$ cat src/rtl/orb_match_pkg.sv
// rtl/orb_match_pkg.sv - shared types, widths and helpers for the ORB descriptor matcher
package orb_match_pkg;

  localparam int DESC_W_DEF = 256;
  localparam int DIST_W     = $clog2(DESC_W_DEF + 1);

  typedef enum logic [1:0] {IDLE, RUN, DRAIN, DONE} state_t;

  typedef logic [DESC_W_DEF-1:0] desc_t;
  typedef logic [DIST_W-1:0]     dist_t;

  // Largest value a distance register of width w can hold; used as "no candidate yet".
  function automatic int dist_max(input int w);
    return (1 << w) - 1;
  endfunction

endpackage

$ cat src/rtl/orb_hamming_best_match_if.sv
// rtl/orb_hamming_best_match_if.sv - query/candidate stream and result bundle of the matcher
interface orb_hamming_best_match_if #(
  parameter int DESC_W = 256,
  parameter int IDX_W  = 10
);
  localparam int DIST_W = $clog2(DESC_W + 1);

  logic              i_start;
  logic [DESC_W-1:0] i_query;
  logic              i_cand_valid;
  logic [DESC_W-1:0] i_cand;
  logic              i_cand_last;
  logic              o_busy;
  logic              o_done;
  logic [IDX_W-1:0]  o_best_idx;
  logic [DIST_W-1:0] o_best_dist;
  logic [DIST_W-1:0] o_second_dist;
  logic              o_match_ok;

  modport master (
    output i_start, i_query, i_cand_valid, i_cand, i_cand_last,
    input  o_busy, o_done, o_best_idx, o_best_dist, o_second_dist, o_match_ok
  );

  modport slave (
    input  i_start, i_query, i_cand_valid, i_cand, i_cand_last,
    output o_busy, o_done, o_best_idx, o_best_dist, o_second_dist, o_match_ok
  );
endinterface

$ cat src/rtl/hamming_popcount.sv
// rtl/hamming_popcount.sv - two-stage registered popcount (4 partials, then sum) with valid/tag sideband
module hamming_popcount #(
  parameter int DESC_W = 256,
  parameter int TAG_W  = 1
) (
  input  logic                             clk,
  input  logic                             rst,
  input  logic                             bits_valid,
  input  logic [DESC_W-1:0]                bits,
  input  logic [TAG_W-1:0]                 bits_tag,
  output logic                             count_valid,
  output logic [$clog2(DESC_W + 1)-1:0]    count,
  output logic [TAG_W-1:0]                 count_tag
);

  localparam int DIST_W = $clog2(DESC_W + 1);
  localparam int PART_W = (DESC_W + 3) / 4;
  localparam int PCNT_W = $clog2(PART_W + 1);

  logic [PCNT_W-1:0] part_c [4];
  logic [PCNT_W-1:0] part_q [4];
  logic              part_valid;
  logic [TAG_W-1:0]  part_tag;

  always_comb begin
    for (int p = 0; p < 4; p++) begin
      part_c[p] = '0;
      for (int j = 0; j < PART_W; j++) begin
        if (p * PART_W + j < DESC_W) begin
          part_c[p] = part_c[p] + PCNT_W'(bits[p * PART_W + j]);
        end
      end
    end
  end

  // Sideband registers are reset so a flush leaves nothing in flight.
  always_ff @(posedge clk) begin
    if (rst) begin
      part_valid  <= 1'b0;
      part_tag    <= '0;
      count_valid <= 1'b0;
      count_tag   <= '0;
    end else begin
      part_valid  <= bits_valid;
      part_tag    <= bits_tag;
      count_valid <= part_valid;
      count_tag   <= part_tag;
    end
  end

  always_ff @(posedge clk) begin
    part_q <= part_c;
    count  <= DIST_W'(part_q[0]) + DIST_W'(part_q[1]) + DIST_W'(part_q[2]) + DIST_W'(part_q[3]);
  end

endmodule

$ cat src/rtl/orb_hamming_best_match.sv
// rtl/orb_hamming_best_match.sv - streaming Hamming best/second-best matcher with threshold and ratio verdict
module orb_hamming_best_match
  import orb_match_pkg::*;
#(
  parameter int DESC_W      = DESC_W_DEF,
  parameter int IDX_W       = 10,
  parameter int DIST_THRESH = 64,
  parameter int RATIO_NUM   = 3,
  parameter int RATIO_DEN   = 4
) (
  input  logic                    i_clk,
  input  logic                    i_rst,
  orb_hamming_best_match_if.slave bus
);

  localparam int D_W    = $clog2(DESC_W + 1);
  localparam int PROD_W = D_W + 3;
  localparam int TAG_W  = IDX_W + 1;
  localparam logic [D_W-1:0] DMAX = D_W'(dist_max(D_W));

  state_t state, state_n;

  logic              start_acc, cand_acc, commit_last;
  logic [DESC_W-1:0] query_q;
  logic [IDX_W-1:0]  idx_cnt;

  logic              s0_valid, x_valid, pc_valid;
  logic [TAG_W-1:0]  s0_tag, x_tag, pc_tag;
  logic [DESC_W-1:0] s0_cand, x_bits;
  logic [D_W-1:0]    pc_count;

  logic [D_W-1:0]    best_q, second_q, best_n, second_n;
  logic [IDX_W-1:0]  best_idx_q, best_idx_n;
  logic [PROD_W-1:0] lhs, rhs;
  logic              match_n;

  logic              done_q, match_q;
  logic [IDX_W-1:0]  out_idx_q;
  logic [D_W-1:0]    out_best_q, out_second_q;

  assign start_acc   = bus.i_start && (state == IDLE || state == DONE);
  assign cand_acc    = bus.i_cand_valid && (state == RUN);
  assign commit_last = pc_valid && pc_tag[IDX_W];

  always_ff @(posedge i_clk) begin
    if (i_rst) state <= IDLE;
    else       state <= state_n;
  end

  always_comb begin
    state_n = state;
    case (state)
      IDLE:    if (bus.i_start) state_n = RUN;
      RUN:     if (cand_acc && bus.i_cand_last) state_n = DRAIN;
      DRAIN:   if (commit_last) state_n = DONE;
      DONE:    if (bus.i_start) state_n = RUN;
      default: state_n = IDLE;
    endcase
  end

  always_ff @(posedge i_clk) begin
    if (start_acc) query_q <= bus.i_query;
    s0_cand <= bus.i_cand;
    x_bits  <= s0_cand ^ query_q;
  end

  always_ff @(posedge i_clk) begin
    if (i_rst) begin
      idx_cnt  <= '0;
      s0_valid <= 1'b0;
      s0_tag   <= '0;
      x_valid  <= 1'b0;
      x_tag    <= '0;
    end else begin
      if (start_acc)     idx_cnt <= '0;
      else if (cand_acc) idx_cnt <= idx_cnt + 1'b1;
      s0_valid <= cand_acc;
      s0_tag   <= {bus.i_cand_last, idx_cnt};
      x_valid  <= s0_valid;
      x_tag    <= s0_tag;
    end
  end

  hamming_popcount #(
    .DESC_W (DESC_W),
    .TAG_W  (TAG_W)
  ) u_popcount (
    .clk         (i_clk),
    .rst         (i_rst),
    .bits_valid  (x_valid),
    .bits        (x_bits),
    .bits_tag    (x_tag),
    .count_valid (pc_valid),
    .count       (pc_count),
    .count_tag   (pc_tag)
  );

  // Strict compares keep the earliest index on ties; a tie with best lands in second.
  always_comb begin
    best_n     = best_q;
    second_n   = second_q;
    best_idx_n = best_idx_q;
    if (pc_valid) begin
      if (pc_count < best_q) begin
        second_n   = best_q;
        best_n     = pc_count;
        best_idx_n = pc_tag[IDX_W-1:0];
      end else if (pc_count < second_q) begin
        second_n = pc_count;
      end
    end
  end

  assign lhs     = PROD_W'(best_n) * PROD_W'(RATIO_DEN);
  assign rhs     = PROD_W'(second_n) * PROD_W'(RATIO_NUM);
  assign match_n = (PROD_W'(best_n) <= PROD_W'(DIST_THRESH)) && (lhs < rhs);

  always_ff @(posedge i_clk) begin
    if (i_rst || start_acc) begin
      best_q     <= DMAX;
      second_q   <= DMAX;
      best_idx_q <= '0;
    end else begin
      best_q     <= best_n;
      second_q   <= second_n;
      best_idx_q <= best_idx_n;
    end
  end

  // Published results move only when the final candidate commits.
  always_ff @(posedge i_clk) begin
    if (i_rst) begin
      done_q       <= 1'b0;
      match_q      <= 1'b0;
      out_idx_q    <= '0;
      out_best_q   <= DMAX;
      out_second_q <= DMAX;
    end else begin
      done_q <= (state == DRAIN) && commit_last;
      if ((state == DRAIN) && commit_last) begin
        match_q      <= match_n;
        out_idx_q    <= best_idx_n;
        out_best_q   <= best_n;
        out_second_q <= second_n;
      end
    end
  end

  assign bus.o_busy        = (state == RUN) || (state == DRAIN);
  assign bus.o_done        = done_q;
  assign bus.o_best_idx    = out_idx_q;
  assign bus.o_best_dist   = out_best_q;
  assign bus.o_second_dist = out_second_q;
  assign bus.o_match_ok    = match_q;

endmodule

$ cat src/flat_wrapper.sv
// flat-port wrapper written by rule: the top's interface ports become plain ports
module orb_hamming_best_match_flat import orb_match_pkg::*;
#(
  parameter int DESC_W      = DESC_W_DEF,
  parameter int IDX_W       = 10,
  parameter int DIST_THRESH = 64,
  parameter int RATIO_NUM   = 3,
  parameter int RATIO_DEN   = 4
)
  (i_clk, i_rst, bus_i_start, bus_i_query, bus_i_cand_valid, bus_i_cand, bus_i_cand_last, bus_o_busy, bus_o_done, bus_o_best_idx, bus_o_best_dist, bus_o_second_dist, bus_o_match_ok);
  orb_hamming_best_match_if #(.DESC_W(DESC_W), .IDX_W(IDX_W)) bus_i ();
  input  logic i_clk;
  input  logic i_rst;
  input wire logic [$bits(bus_i.i_start)-1:0] bus_i_start;
  input wire logic [$bits(bus_i.i_query)-1:0] bus_i_query;
  input wire logic [$bits(bus_i.i_cand_valid)-1:0] bus_i_cand_valid;
  input wire logic [$bits(bus_i.i_cand)-1:0] bus_i_cand;
  input wire logic [$bits(bus_i.i_cand_last)-1:0] bus_i_cand_last;
  output wire logic [$bits(bus_i.o_busy)-1:0] bus_o_busy;
  output wire logic [$bits(bus_i.o_done)-1:0] bus_o_done;
  output wire logic [$bits(bus_i.o_best_idx)-1:0] bus_o_best_idx;
  output wire logic [$bits(bus_i.o_best_dist)-1:0] bus_o_best_dist;
  output wire logic [$bits(bus_i.o_second_dist)-1:0] bus_o_second_dist;
  output wire logic [$bits(bus_i.o_match_ok)-1:0] bus_o_match_ok;
  assign bus_i.i_start = bus_i_start;
  assign bus_i.i_query = bus_i_query;
  assign bus_i.i_cand_valid = bus_i_cand_valid;
  assign bus_i.i_cand = bus_i_cand;
  assign bus_i.i_cand_last = bus_i_cand_last;
  assign bus_o_busy = bus_i.o_busy;
  assign bus_o_done = bus_i.o_done;
  assign bus_o_best_idx = bus_i.o_best_idx;
  assign bus_o_best_dist = bus_i.o_best_dist;
  assign bus_o_second_dist = bus_i.o_second_dist;
  assign bus_o_match_ok = bus_i.o_match_ok;
  orb_hamming_best_match #(.DESC_W(DESC_W), .IDX_W(IDX_W), .DIST_THRESH(DIST_THRESH), .RATIO_NUM(RATIO_NUM), .RATIO_DEN(RATIO_DEN)) u_core (.i_clk(i_clk), .i_rst(i_rst), .bus(bus_i));
endmodule
$ cat config.mk
export PLATFORM = sky130hd
export DESIGN_NAME = orb_hamming_best_match_flat
export DESIGN_NICKNAME = d
export VERILOG_FILES = /design/src/rtl/orb_match_pkg.sv /design/src/rtl/orb_hamming_best_match_if.sv /design/src/rtl/hamming_popcount.sv /design/src/rtl/orb_hamming_best_match.sv /design/src/flat_wrapper.sv
export SDC_FILE = /design/constraint.sdc
export NUM_CORES = 1
export LEC_CHECK = 0
export CAP_MARGIN = 20
export CORE_MARGIN = 10
export CORE_UTILIZATION = 30
export DETAILED_ROUTE_END_ITERATION = 10
export PLACE_DENSITY = 0.48
export SETUP_SLACK_MARGIN = 0.15
export SLEW_MARGIN = 5
export SYNTH_ARGS = -nofsm -noshare
export SYNTH_HDL_FRONTEND = slang
export SYNTH_SLANG_ARGS = --single-unit
$ cat constraint.sdc
create_clock -name i_clk -period 25.6 [get_ports i_clk]
set_clock_uncertainty 0.2 [all_clocks]
set_input_delay 7.68 -clock i_clk [delete_from_list [all_inputs] [get_ports i_clk]]
set_output_delay 7.68 -clock i_clk [all_outputs]
set_load 0.005 [all_outputs]
==> results by group <==
Drt
  – DR iter-0 viols: 561
  – Vias/cell: 3.872
  – DRT antenna net count: 0
  – DRC: 0
  – Drt total wl: 77.44 mm
  – Wire per inst: 17.01 um
  – First-pass DRT Iterations: 4
  – Routed via count: 17,629

Worst setup path
  – Highest cell delay on the worst timing path: 0.77 ns
  – Startpoint Class: input port
  – Type of the worst setup path: in -> reg
  – CP max-delay cell: and2_4
  – Critical-path cell list: clkdlybuf4s50_1 > and2_4 > buf_12 > nor2_1 > buf_4 > nand2_1
  – R2r startpoint: u_core.x_bits[181]
  – Required @ worst endpoint: 25.99 ns
  – Buf/Inv on CP: 3
  – Critical-path maximum fanout: 131
  – WP data arrival: 10.41 ns
  – Crit path from: bus_i_start
  – Worst setup EP type: flip-flop
  – Kind of cell adding the most delay to the critical path: buffers and inverters

GRT
  – Initial antenna violation count: 12
  – First-pass GRT wire length: 117.8 mm
  – Gr usage total: 12.32%
  – Gr ovfl total: 0
  – Vias in the first global route: 20,100
  – Largest net degree at the start of global routing: 132

Clock tree
  – Post-CTS Setup Bufs: 0
  – Root Driver: clkbuf_16
  – Clk sinks: 923
  – # H-tree levels: 3
  – TritonCTS clock tree: done
  – Post-cts resize count: 0
  – Cts bufs inserted: 100
  – Clock Latency Late Sink: 0.67 ns
  – Clock-pin slew on the worst setup and hold paths: 0.07 ns
  – Clock buffer depth: 3
  – Hold_buf cts: 0

Floorplan
  – Num rows: 122
  – Die Wd: 353.4 um
  – # IOs: 548
  – Die ar.: 0.1249 mm2
  – Die height: 353.4 um
  – Starting density of the core: 30.17%
  – Placeable Area: 0.1105 mm2

Logic synthesis
  – Post-Synthesis Cells: 2,339
  – Syn_nets: 3,191
  – Most used flip-flop cell after synthesis: dfxtp_1
  – Library cells used by synthesis: 56
  – Synth cell count leaders: dfxtp_1, inv_1, xor2_1
  – Most frequent cell after synthesis: dfxtp_1
  – Yosys Warn Count: 0
  – Leading area contributor after synthesis: dfxtp_1
  – Post-synth EDFFs: 256
  – Syn avg cell area: 14.26 um2
  – Share of the synthesized area in the top cell type: 40.04%
  – Seq/Total Area, Yosys: 63.09%
  – Async SR Flop Fraction: 0%
  – Cell area after synthesis: 0.03335 mm2
  – #FFs+latches synth: 923
  – Synth area leaders: dfxtp_1, edfxtp_1, fa_1, xor2_1, inv_1

Final layout
  – Register area: 0.02104 mm2
  – Area grow syn2layout: 32.08%
  – Fin nets: 3,824
  – Layout cells sized above 1: 5.982%
  – Layout Cells excl Fill: 4,553
  – Fillcell total: 10,441
  – Multi-input gate area: 0.01062 mm2

Hold path
  – Hold Crit Class: reg -> reg
  – Min-Delay Startpoint: u_core.s0_cand[1]

Place
  – I/O Buffers: 547
  – DP Worst Slack: 14.86 ns
  – HPWL after detailed placement: 61.67 mm
  – Inst Count DP: 4,357
  – GPL Wtd Cong: 0.7715

STA
  – Least-Margin Pin Slew: 1.050 ns
  – Max Slew Vio Count: 0
  – Final Cycle Share: 39.14%
  – Relative slew slack: 30.02%
  – Setup TNS: 0 ns
  – Fin crit period: 10.02 ns
  – Unrepaired setup endpoints after global routing: false
  – Max Fclk: 0.09980 GHz
  – Setup violations, final: 0
  – Setup WS post-layout: 15.58 ns
  – Final Hold Viols: 0

Job
  – Maximum Capacitance Violations: 0

Status
  – Outcome: finished, final reports clean
-- worst paths after layout --
kind	to	slack [ns]	cells after the start
setup / recovery	u_core.second_q[8]	15.58	6
setup reg to reg	u_core.u_popcount.part_q[13]	19.16	19
hold reg to reg	u_core.x_bits[1]	0.20	1
hold / removal	u_core.x_bits[1]	0.20	1
-- flip-flops by register name, indices dropped and copies added, names as in the netlist --
register,count
u_core.bus.o_second_dist,9
u_core.u_popcount.part_tag,11
u_core.x_tag,11
u_core.u_popcount.count_tag,11
u_core.u_popcount.part_q,28
u_core.bus.o_done,1
u_core.best_idx_q,10
u_core.x_valid,1
u_core.bus.o_match_ok,1
u_core.u_popcount.part_valid,1
u_core.state,2
u_core.best_q,9
u_core.s0_cand,256
u_core.s0_tag,11
u_core.x_bits,256
u_core.bus.o_best_dist,9
u_core.second_q,9
u_core.u_popcount.count,9
u_core.s0_valid,1
u_core.u_popcount.count_valid,1
u_core.bus.o_best_idx,10
u_core.query_q,256
u_core.idx_cnt,10
-- cells by family (layout without fill, tap and decap cells) --
kind of cell               Yosys count  in the layout  synth area share [%]
DFF                                923            923                 63.09
other                                0              6                     0
and+or+nand+nor                    192            192                 2.878
muxes                               19             19                0.5703
adders and majority gates          337            337                 17.84
xor gates and xnor gates           292            292                 7.669
AOI/OAI and AO/OA                  126            126                 2.878
buffers and inverters              450           1170                 5.073
-- routing by layer --
| metal | global-route usage [%] | vias up | part of all wire, % |
|---|---|---|---|
| met5 | 0 | - | 0.014 |
| met4 | 3.918 | 2 | 2.3 |
| met3 | 3.405 | 118 | 5.5 |
| met2 | 22.45 | 402 | 53 |
| met1 | 13.76 | 8507 | 39 |
| li1 | - | 8600 | - |
-- area by class of cell --
cell class | count | area share [%]
Sequential cell | 923 | 47.77
Multi-Input combinational cell | 966 | 24.11
Timing Repair Buffer | 553 | 12.55
Clock buffer | 146 | 6.605
Tap cell | 1488 | 4.227
Inverter | 428 | 3.648
Clock inverter | 43 | 1.057
Antenna cell | 6 | 0.03409
-- cell usage in the layout (no fill, tap or decap), types with 9 or more instances in the layout --
master             n
clkinv_2          17
xnor2_1           18
xor2_1           274
clkdlybuf4s50_1  546
dfxtp_1          667
clkbuf_1          26
inv_1            425
clkbuf_8          17
a21o_1             9
clkbuf_16        103
ha_1             104
fa_1             231
edfxtp_1         256
o21bai_1          11
a211oi_1          14
nand2_1           33
nor2_1            65
nor2b_1           49
a211o_1           19
mux2i_1           19
a21oi_1           30
-- per-stage QoR --
| step | hold slack [ns] | utilization [%] | instance area [um2] |
|---|---|---|---|
| 2_1_floorplan | 0.2056 | - | 33350 |
| 3_3_place_gp | 0.2123 | 36.78 | 40650 |
| 3_5_place_dp | 0.2111 | 36.78 | 40650 |
| 4_1_cts | 0.2023 | 39.83 | 44020 |
| 5_1_grt | 0.2216 | 39.85 | 44040 |
| 6_report | 0.2025 | 39.85 | 44040 |
Power is left out: the tool's default activity adds up to more than one toggle a clock period on the data nets, which glitch-free logic cannot reach.
